$ cat src/rtl/alu_pkg.sv
// Shared ALU definitions: datapath width, opcodes, flag bit positions, arbiter FSM encoding.
// Pure declarations, no logic.
package alu_pkg;
    localparam int DATA_W = 8;
    localparam int FLG_W  = 5;

    localparam logic [2:0] ALU_ADD        = 3'b000;
    localparam logic [2:0] ALU_SUB        = 3'b001;
    localparam logic [2:0] ALU_AND        = 3'b010;
    localparam logic [2:0] ALU_OR         = 3'b011;
    localparam logic [2:0] ALU_XOR        = 3'b100;
    localparam logic [2:0] ALU_SHL        = 3'b101;
    localparam logic [2:0] ALU_SHR        = 3'b110;
    localparam logic [2:0] ALU_OP_ILLEGAL = 3'b111;

    localparam int FLG_ZRO = 0;
    localparam int FLG_NEG = 1;
    localparam int FLG_SO  = 2;
    localparam int FLG_CO  = 3;
    localparam int FLG_OVR = 4;

    typedef enum logic [1:0] {
        ST_IDLE = 2'd0,
        ST_EXEC = 2'd1,
        ST_RESP = 2'd2
    } arb_state_t;
endpackage

$ cat src/rtl/alu_arbiter_if.sv
// Requester-side bundle of the ALU arbiter: two request channels, two response
// channels sharing one result bus. master = requesters, slave = arbiter.
interface alu_arbiter_if;
    import alu_pkg::*;

    logic                req0_valid, req0_ready;
    logic [DATA_W-1:0]   req0_a, req0_b;
    logic [2:0]          req0_op;
    logic                req1_valid, req1_ready;
    logic [DATA_W-1:0]   req1_a, req1_b;
    logic [2:0]          req1_op;
    logic                rsp0_valid, rsp0_ready;
    logic                rsp1_valid, rsp1_ready;
    logic [DATA_W-1:0]   rsp_y;
    logic [FLG_W-1:0]    rsp_flags;
    logic                rsp_err;
    logic                busy;

    modport master (
        output req0_valid, req0_a, req0_b, req0_op,
        output req1_valid, req1_a, req1_b, req1_op,
        output rsp0_ready, rsp1_ready,
        input  req0_ready, req1_ready, rsp0_valid, rsp1_valid,
        input  rsp_y, rsp_flags, rsp_err, busy
    );

    modport slave (
        input  req0_valid, req0_a, req0_b, req0_op,
        input  req1_valid, req1_a, req1_b, req1_op,
        input  rsp0_ready, rsp1_ready,
        output req0_ready, req1_ready, rsp0_valid, rsp1_valid,
        output rsp_y, rsp_flags, rsp_err, busy
    );
endinterface

$ cat src/rtl/alu.sv
// Combinational 8-bit ALU with {OVR,CO,SO,NEG,ZRO} flags and a hex 7-segment view of y[3:0].
// Zero latency, no handshake.
module alu
    import alu_pkg::*;
#(
    parameter int W = DATA_W
) (
    input  logic [W-1:0]     a,
    input  logic [W-1:0]     b,
    input  logic [2:0]       op,
    output logic [W-1:0]     y,
    output logic [FLG_W-1:0] flags,
    output logic [6:0]       seg
);
    logic [W:0] wide;
    logic       ovr;

    always_comb begin
        wide = '0;
        ovr  = 1'b0;
        case (op)
            ALU_ADD: begin
                wide = {1'b0, a} + {1'b0, b};
                ovr  = (a[W-1] == b[W-1]) && (wide[W-1] != a[W-1]);
            end
            ALU_SUB: begin
                wide = {1'b0, a} - {1'b0, b};
                ovr  = (a[W-1] != b[W-1]) && (wide[W-1] != a[W-1]);
            end
            ALU_AND: wide = {1'b0, a & b};
            ALU_OR:  wide = {1'b0, a | b};
            ALU_XOR: wide = {1'b0, a ^ b};
            ALU_SHL: wide = {a, 1'b0};
            ALU_SHR: wide = {a[0], 1'b0, a[W-1:1]};
            default: wide = '0;
        endcase
        y              = wide[W-1:0];
        flags          = '0;
        flags[FLG_ZRO] = (y == '0);
        flags[FLG_NEG] = y[W-1];
        // SO is the sign of the exact result, i.e. NEG corrected by overflow
        flags[FLG_SO]  = y[W-1] ^ ovr;
        flags[FLG_CO]  = wide[W];
        flags[FLG_OVR] = ovr;
    end

    always_comb begin
        seg = 7'h00;
        case (y[3:0])
            4'h0: seg = 7'h3F;  4'h1: seg = 7'h06;
            4'h2: seg = 7'h5B;  4'h3: seg = 7'h4F;
            4'h4: seg = 7'h66;  4'h5: seg = 7'h6D;
            4'h6: seg = 7'h7D;  4'h7: seg = 7'h07;
            4'h8: seg = 7'h7F;  4'h9: seg = 7'h6F;
            4'hA: seg = 7'h77;  4'hB: seg = 7'h7C;
            4'hC: seg = 7'h39;  4'hD: seg = 7'h5E;
            4'hE: seg = 7'h79;  default: seg = 7'h71;
        endcase
    end
endmodule

$ cat src/rtl/alu_arbiter.sv
// Round-robin two-requester front end for the shared ALU: handshake t, execute t+1, response held from t+2.
// One op in flight; requests stall (ready low) outside IDLE, response held until its requester takes it.
module alu_arbiter
    import alu_pkg::*;
(
    input  logic          clk,
    input  logic          rst,
    alu_arbiter_if.slave  bus
);
    arb_state_t        state, state_nxt;
    logic              last;
    logic              grant_vld, grant_id;
    logic              rsp_fire;
    logic [DATA_W-1:0] lat_a, lat_b;
    logic [2:0]        lat_op;
    logic              lat_id;
    logic [DATA_W-1:0] alu_y;
    logic [FLG_W-1:0]  alu_flags;
    logic [DATA_W-1:0] rsp_y_q;
    logic [FLG_W-1:0]  rsp_flags_q;
    logic              rsp_err_q;

    // On a tie the requester not served last wins; otherwise the sole valid one.
    always_comb begin
        grant_vld = bus.req0_valid | bus.req1_valid;
        if (bus.req0_valid && bus.req1_valid)
            grant_id = ~last;
        else
            grant_id = bus.req1_valid;
    end

    assign bus.req0_ready = !rst && (state == ST_IDLE) && grant_vld && !grant_id;
    assign bus.req1_ready = !rst && (state == ST_IDLE) && grant_vld &&  grant_id;
    assign rsp_fire       = (state == ST_RESP) && (lat_id ? bus.rsp1_ready : bus.rsp0_ready);

    always_comb begin
        state_nxt = state;
        case (state)
            ST_IDLE: if (grant_vld) state_nxt = ST_EXEC;
            ST_EXEC: state_nxt = ST_RESP;
            ST_RESP: if (rsp_fire) state_nxt = ST_IDLE;
            default: state_nxt = ST_IDLE;
        endcase
    end

    always_ff @(posedge clk) begin
        if (rst) state <= ST_IDLE;
        else     state <= state_nxt;
    end

    always_ff @(posedge clk) begin
        if (rst) begin
            last        <= 1'b1;
            lat_a       <= '0;
            lat_b       <= '0;
            lat_op      <= '0;
            lat_id      <= 1'b0;
            rsp_y_q     <= '0;
            rsp_flags_q <= '0;
            rsp_err_q   <= 1'b0;
        end else begin
            if (state == ST_IDLE && grant_vld) begin
                lat_a  <= grant_id ? bus.req1_a  : bus.req0_a;
                lat_b  <= grant_id ? bus.req1_b  : bus.req0_b;
                lat_op <= grant_id ? bus.req1_op : bus.req0_op;
                lat_id <= grant_id;
                last   <= grant_id;
            end
            if (state == ST_EXEC) begin
                if (lat_op == ALU_OP_ILLEGAL) begin
                    rsp_y_q     <= '0;
                    rsp_flags_q <= '0;
                    rsp_err_q   <= 1'b1;
                end else begin
                    rsp_y_q     <= alu_y;
                    rsp_flags_q <= alu_flags;
                    rsp_err_q   <= 1'b0;
                end
            end
        end
    end

    alu #(.W(DATA_W)) u_alu (
        .a     (lat_a),
        .b     (lat_b),
        .op    (lat_op),
        .y     (alu_y),
        .flags (alu_flags),
        .seg   ()
    );

    assign bus.rsp0_valid = (state == ST_RESP) && !lat_id;
    assign bus.rsp1_valid = (state == ST_RESP) &&  lat_id;
    assign bus.rsp_y      = rsp_y_q;
    assign bus.rsp_flags  = rsp_flags_q;
    assign bus.rsp_err    = rsp_err_q;
    assign bus.busy       = (state != ST_IDLE);
endmodule

$ cat src/flat_wrapper.sv
// flat-port wrapper written by rule: the top's interface ports become plain ports
module alu_arbiter_flat import alu_pkg::*;
  (clk, rst, bus_req0_valid, bus_req0_a, bus_req0_b, bus_req0_op, bus_req1_valid, bus_req1_a, bus_req1_b, bus_req1_op, bus_rsp0_ready, bus_rsp1_ready, bus_req0_ready, bus_req1_ready, bus_rsp0_valid, bus_rsp1_valid, bus_rsp_y, bus_rsp_flags, bus_rsp_err, bus_busy);
  alu_arbiter_if bus_i ();
  input  logic clk;
  input  logic rst;
  input wire logic [$bits(bus_i.req0_valid)-1:0] bus_req0_valid;
  input wire logic [$bits(bus_i.req0_a)-1:0] bus_req0_a;
  input wire logic [$bits(bus_i.req0_b)-1:0] bus_req0_b;
  input wire logic [$bits(bus_i.req0_op)-1:0] bus_req0_op;
  input wire logic [$bits(bus_i.req1_valid)-1:0] bus_req1_valid;
  input wire logic [$bits(bus_i.req1_a)-1:0] bus_req1_a;
  input wire logic [$bits(bus_i.req1_b)-1:0] bus_req1_b;
  input wire logic [$bits(bus_i.req1_op)-1:0] bus_req1_op;
  input wire logic [$bits(bus_i.rsp0_ready)-1:0] bus_rsp0_ready;
  input wire logic [$bits(bus_i.rsp1_ready)-1:0] bus_rsp1_ready;
  output wire logic [$bits(bus_i.req0_ready)-1:0] bus_req0_ready;
  output wire logic [$bits(bus_i.req1_ready)-1:0] bus_req1_ready;
  output wire logic [$bits(bus_i.rsp0_valid)-1:0] bus_rsp0_valid;
  output wire logic [$bits(bus_i.rsp1_valid)-1:0] bus_rsp1_valid;
  output wire logic [$bits(bus_i.rsp_y)-1:0] bus_rsp_y;
  output wire logic [$bits(bus_i.rsp_flags)-1:0] bus_rsp_flags;
  output wire logic [$bits(bus_i.rsp_err)-1:0] bus_rsp_err;
  output wire logic [$bits(bus_i.busy)-1:0] bus_busy;
  assign bus_i.req0_valid = bus_req0_valid;
  assign bus_i.req0_a = bus_req0_a;
  assign bus_i.req0_b = bus_req0_b;
  assign bus_i.req0_op = bus_req0_op;
  assign bus_i.req1_valid = bus_req1_valid;
  assign bus_i.req1_a = bus_req1_a;
  assign bus_i.req1_b = bus_req1_b;
  assign bus_i.req1_op = bus_req1_op;
  assign bus_i.rsp0_ready = bus_rsp0_ready;
  assign bus_i.rsp1_ready = bus_rsp1_ready;
  assign bus_req0_ready = bus_i.req0_ready;
  assign bus_req1_ready = bus_i.req1_ready;
  assign bus_rsp0_valid = bus_i.rsp0_valid;
  assign bus_rsp1_valid = bus_i.rsp1_valid;
  assign bus_rsp_y = bus_i.rsp_y;
  assign bus_rsp_flags = bus_i.rsp_flags;
  assign bus_rsp_err = bus_i.rsp_err;
  assign bus_busy = bus_i.busy;
  alu_arbiter u_core (.clk(clk), .rst(rst), .bus(bus_i));
endmodule
$ cat config.mk
export PLATFORM = sky130hd
export DESIGN_NAME = alu_arbiter_flat
export DESIGN_NICKNAME = d
export VERILOG_FILES = /design/src/rtl/alu_pkg.sv /design/src/rtl/alu_arbiter_if.sv /design/src/rtl/alu.sv /design/src/rtl/alu_arbiter.sv /design/src/flat_wrapper.sv
export SDC_FILE = /design/constraint.sdc
export NUM_CORES = 1
export LEC_CHECK = 0
export ABC_CLOCK_PERIOD_IN_PS = 2900
export CAP_MARGIN = 20
export CORE_MARGIN = 4
export CORE_UTILIZATION = 40
export CTS_CLUSTER_SIZE = 30
export DETAILED_ROUTE_END_ITERATION = 10
export DONT_BUFFER_PORTS = 1
export PLACE_DENSITY = 0.57
export SYNTH_ARGS = -nofsm -noshare
export SYNTH_HDL_FRONTEND = slang
export SYNTH_SLANG_ARGS = --single-unit
export TNS_END_PERCENT = 50
$ cat constraint.sdc
create_clock -name clk -period 2.9 [get_ports clk]
set_input_delay 0.435 -clock clk [delete_from_list [all_inputs] [get_ports clk]]
set_output_delay 0.435 -clock clk [all_outputs]
set_load 0.05 [all_outputs]
; ---- Word-level counts from Yosys, hierarchy flattened
; Index checks and enable logic that the tools add are counted.
[op_classes]
reduce_logical = 19
bitwise = 6
mux = 13
addsub = 2
n_eq_ne = 15
[op_table]
columns = cell, count
row1 = case mux 9 bit (7 select lines), 1
row2 = 2-to-1 mux 8 bit, 3
row3 = "equality test 3 bit, second input constant", 4
row4 = logical AND 1 bit, 11
row5 = adder 8 x 8 -> 9 bit, 1
row6 = subtractor 8 x 8 -> 9 bit, 1
row7 = AND 8 bit, 1
row8 = zero test 8 bit, 1
row9 = OR 8 bit, 1
row10 = bitwise XOR 8 bit, 1
row11 = "equality test 3 x 2 -> 1 bit, second input constant", 2
row12 = case mux 2 bit (3 select lines), 1
row13 = 2-to-1 mux 5 bit, 1
row14 = 2-to-1 mux 2 bit, 2
row15 = "!= test 2 x 1 -> 1 bit, second input constant", 2
row16 = "equality test 3 x 1 -> 1 bit, second input constant", 1
row17 = zero test 1 bit, 3
row18 = zero test 3 bit, 1
row19 = 2-to-1 mux 1 bit, 3
row20 = 2-to-1 mux 3 bit, 1
row21 = != test 1 bit, 3
row22 = "equality test 2 x 1 -> 1 bit, second input constant", 1
row23 = "equality test 2 bit, second input constant", 1
row24 = zero test 2 bit, 1
row25 = other kinds (7), 7
[word_totals]
reg_bits = 37
wordCells = 64
out_inout_bits = 19
inputBits = 44

; ---- Longest topological paths before layout
[logic_depth]
depth_word = 6
depth_mapped = 11
depth_no_buf = 11

; ---- Cells and area by module
; A second synthesis with hierarchy kept.
[unflattened]
cells_unflattened = 408
hier_area_um2 = 3328.2
[modules_own_cells]
columns = mod, instances, seq_area_each_um2, cells_each, area_per_inst_um2
row1 = alu, 1, 0.0, 234, 1788.0
row2 = alu_arbiter, 1, 740.7, 174, 1540.2

; ---- Worst setup path after synthesis
; Ideal clock, no wire load.
[synth_timing]
kind = input to output
from = input port bus_req1_valid
to = output port bus_req0_ready
stages = 3
path_slack_ps = 482
t_required_ps = 2465
path_buffers = 1
arrival_ps = 1983
cell_sequence = a21boi_1 -> buf_1 -> nor3_1
[synth_between]
elab_chain_cells = 4
elab_cells_between_ends = 6
cone_classes = mux: 1 / bitwise: 1 / reduce/logical: 4
[synth_lines]
columns = item, line_no
row1 = start: declaration, flat_wrapper.sv:11  ; input wire logic [$bits(bus_i.req1_valid)-1:0] bus_req1_valid;
row2 = logical AND 1 bit, alu_arbiter.sv:26  ; if (bus.req0_valid && bus.req1_valid)
row3 = 2-to-1 mux 1 bit, alu_arbiter.sv:26
row4 = zero test 1 bit, alu_arbiter.sv:32  ; assign bus.req0_ready = !rst && (state == ST_IDLE) && grant_vld && !grant_id;
row5 = logical AND 1 bit (*), alu_arbiter.sv:32
row6 = end: declaration, flat_wrapper.sv:17  ; output wire logic [$bits(bus_i.req0_ready)-1:0] bus_req0_ready;
; Mark *: on every way between the ends. The rest lies on a longest branch, timed or not.

; ---- Worst setup path after layout
[layout_timing]
from = register u_core.lat_a[1]
to = register u_core.rsp_flags_q[2] (netlist: u_core.bus.rsp_flags[2])
[layout_between]
elab_chain_cells = 6
elab_cells_between_ends = 10
cone_classes = add/sub: 2 / eq/ne: 2 / mux: 3 / bitwise: 1 / reduce/logical: 2
[layout_lines]
columns = item, line_no
row1 = start: declaration, alu_arbiter.sv:14  ; logic [DATA_W-1:0] lat_a, lat_b;
row2 = start signal: assignment, alu_arbiter.sv:63  ; lat_a <= grant_id ? bus.req1_a : bus.req0_a;
row3 = subtractor 8 x 8 -> 9 bit or adder 8 x 8 -> 9 bit (tied branches), "alu.sv:27, alu.sv:23"
row4 = "!= test 1 bit, on equally long branches", "alu.sv:28, alu.sv:24"
row5 = "logical AND 1 bit, on equally long branches", "alu.sv:28, alu.sv:24"
row6 = case mux 1 bit (2 select lines), alu.sv:21  ; case (op)
row7 = bitwise XOR 1 bit (*), alu.sv:42  ; flags[FLG_SO] = y[W-1] ^ ovr;
row8 = 2-to-1 mux 5 bit (*), alu_arbiter.sv:70  ; if (lat_op == ALU_OP_ILLEGAL) begin
row9 = end signal: assignment, alu_arbiter.sv:76  ; rsp_flags_q <= alu_flags;
row10 = end: declaration, alu_arbiter.sv:20  ; logic [FLG_W-1:0] rsp_flags_q;
; Marks and branches as above.
; A chain may end at the register's enable or synchronous reset.

==> reports/metrics.cfg <==
[routing]
routedWlPerCell_um = 16.3
first_pass_iters = 5
vias = 2515
drcViolationCount = 0
avgViaCountPerCell = 5.64
antenna_left = 0
drt-initial-drc-count = 150
finalWirelength_um = 7280

[timing]
period_needed_ns = 2.54
slew_headroom_pct = 35.1
worstMarginPinSlew_ns = 0.973
hold_ws_ns = 0.206
tns_ns = 0
final-max-slew-violation-count = 0
setup_viol = 0
hold_viol_final = 0
max_freq_mhz = 394
fin_ws_ns = 0.360
grt_setup_unrepaired = false
skew_ns = 0.00911
period_share_pct = 87.6

[logic_synthesis]
yosysSeqAreaShare_pct = 24.8
async_flop_share_pct = 0
synth_cells = 356
synthMuxAreaShare_pct = 8.46
yosys_register_bits = 36
synth-simple-area-share_pct = 18.2
yosys.area_share.adder_pct = 11.7
synth-edff-count = 0
synth_top_family_by_area = compound AO/OA/AOI/OAI gates
yosys_warnings = 0
postSynthAreaPerCell_um2 = 8.15
syn-num-nets = 426
syn_area_um2 = 2900
synth-xor-area-share_pct = 1.21
synth_ff_type = dfxtp_1
yosysUniqueCellTypes = 63
synth-compound-area-share_pct = 27.8

[clock_network]
post_cts_buffers = 0
cts_tree = built
numCtsBuffers = 5
postCtsHoldBufs = 0
clockRootBuffer = clkbuf_8
cts_resized = 0
htree_num_levels = 2
clk_latency_ns = 0.29
path_clk_slew_ns = 0.08
cts_sinks = 36
clk_path_buf_depth = 2

[flow_run]
maxCapViolCount = 0

[die]
fp.dieH_um = 93.2
rows = 30
io_pins = 63
dieWidth_um = 93.2
die_area_um2 = 8680
initial_core_util_pct = 42.0
core-area_um2 = 6910

[finish]
area_delta_synth_final_pct = 6.51
diodes = 0
drive_gt1_share_pct = 8.86
final.fill_count = 708
multiInputGateArea_um2 = 1960
regArea_um2 = 721
layout_common_cells = 44 x nor2_1, 36 x dfxtp_1, 27 x inv_1, 25 x a211oi_1, 24 x ha_1
layout.nets = 419
layout_commonest_cell = nor2_1

[setup_path]
cp-end-kind = flop
crit_buf_inv = 1
worstPathArrival_ns = 2.73
cp_slowest_stage_delay_ns = 0.44
critPathLaunchType = flop
worstSetupPathType = reg2reg
critical_path_required_ns = 3.09
crit_chain = inv_1 -> ha_1 -> a211oi_2 -> o31ai_2 -> o311a_1 -> or3b_1 -> o22ai_2 -> a21oi_1 -> o221a_1
crit_path_top_delay_cell = dfxtp_1
crit_fanout = 6
crit_family = compound AO/OA/AOI/OAI gates

[placement]
port_buffers = 0
preCtsSetupSlack_ns = 0.377
gp_congestion = 0.944
hpwl_um = 5730

[status]
status = finished clean

[grt]
first_global_vias = 2398
grt_pass1_wl_um = 12000
overflow = 0
grt_usage_pct = 17.1
grt_start_max_net_pins = 39
antenna_found_initial = 0

[power_and_ir_drop]
power.density_nw_per_um2 = 608
leakagePower_nw = 1.22
vdd_drop_max_mv = 0.430

[hold_path]
hold_class = in2reg

[state kept, by name (all words and copies together), names as in the netlist]
register and cells:
u_core.bus.rsp_y 7, u_core.state 2, u_core.lat_a 8, u_core.bus.rsp_flags 5
u_core.lat_op 3, u_core.last 1, u_core.lat_b 8, u_core.bus.rsp_err 1
u_core.lat_id 1
[path summary, 6_finish.rpt]
| path | slack (ns) | endpoint | startpoint | cells past startpoint |
|---|---|---|---|---|
| worst max register to register | 0.36 | u_core.bus.rsp_flags[2] | u_core.lat_a[1] | 9 |
| worst min-delay path | 0.21 | u_core.bus.rsp_y[1] | rst | 1 |
| worst min register to register | 0.52 | u_core.lat_b[1] | u_core.lat_b[1] | 2 |
| worst max-delay path | 0.36 | u_core.bus.rsp_flags[2] | u_core.lat_a[1] | 9 |
[stage by stage]
stage	std cells	area, um2	total power [mW]	utilization, %
after floorplan	356	2900	1.29	-
after global placement	438	2980	1.43	43.1
after detailed placement	438	2980	1.44	43.1
after CTS	446	3090	1.89	44.7
after global routing	446	3090	2.01	44.7
final	446	3090	1.88	44.7
[Yosys cell counts, types with 4 or more instances]
cell / instances / share of area (%)
and3_1: 4 / 0.86
mux2i_1: 20 / 6.9
nor3_1: 8 / 1.4
a22o_1: 5 / 1.5
ha_1: 24 / 10
nor2b_1: 9 / 1.9
mux2_1: 4 / 1.6
clkbuf_1: 10 / 1.3
a211oi_1: 25 / 6.5
o21ai_1: 4 / 0.69
nand2b_1: 8 / 1.7
nand2_1: 11 / 1.4
dfxtp_1: 36 / 25
a21oi_1: 21 / 3.6
buf_2: 7 / 1.2
a22oi_1: 5 / 1.3
o21ai_0: 11 / 1.9
nor2_1: 45 / 5.8
inv_1: 27 / 3.5
[power breakdown]
part           switching [mW]  leakage, nW  internal [mW]
combinational           0.443        0.868          0.306
sequential              0.138        0.297          0.551
clock                   0.187       0.0541          0.254
[kinds of logic (layout without fill, tap and decap cells)]
| family | Yosys count | count (layout) |
|---|---|---|
| AOI/OAI and AO/OA | 111 | 111 |
| and+or+nand+nor | 104 | 104 |
| buffers and inverters | 51 | 45 |
| DFF | 36 | 36 |
| adders and majority gates | 26 | 26 |
| muxes | 24 | 24 |
| xor gates and xnor gates | 4 | 4 |
[per-layer routing]
| layer | part of all wire, % | up-vias | track usage, % |
|---|---|---|---|
| li1 | - | 1278 | - |
| met1 | 49 | 1143 | 24.8 |
| met2 | 44 | 84 | 25.8 |
| met3 | 5.1 | 10 | 2.57 |
| met4 | 1.8 | 0 | 5.25 |
| met5 | 0 | - | 0 |
[cell type report]
type	instances	share of cell area, %
Multi-Input combinational cell	269	63.6
Sequential cell	36	23.3
Tap cell	96	3.89
Inverter	28	3.40
Clock buffer	5	2.23
Timing Repair Buffer	9	2.19
Clock inverter	3	1.38
No activity file was read; power rests on OpenSTA's default activity.
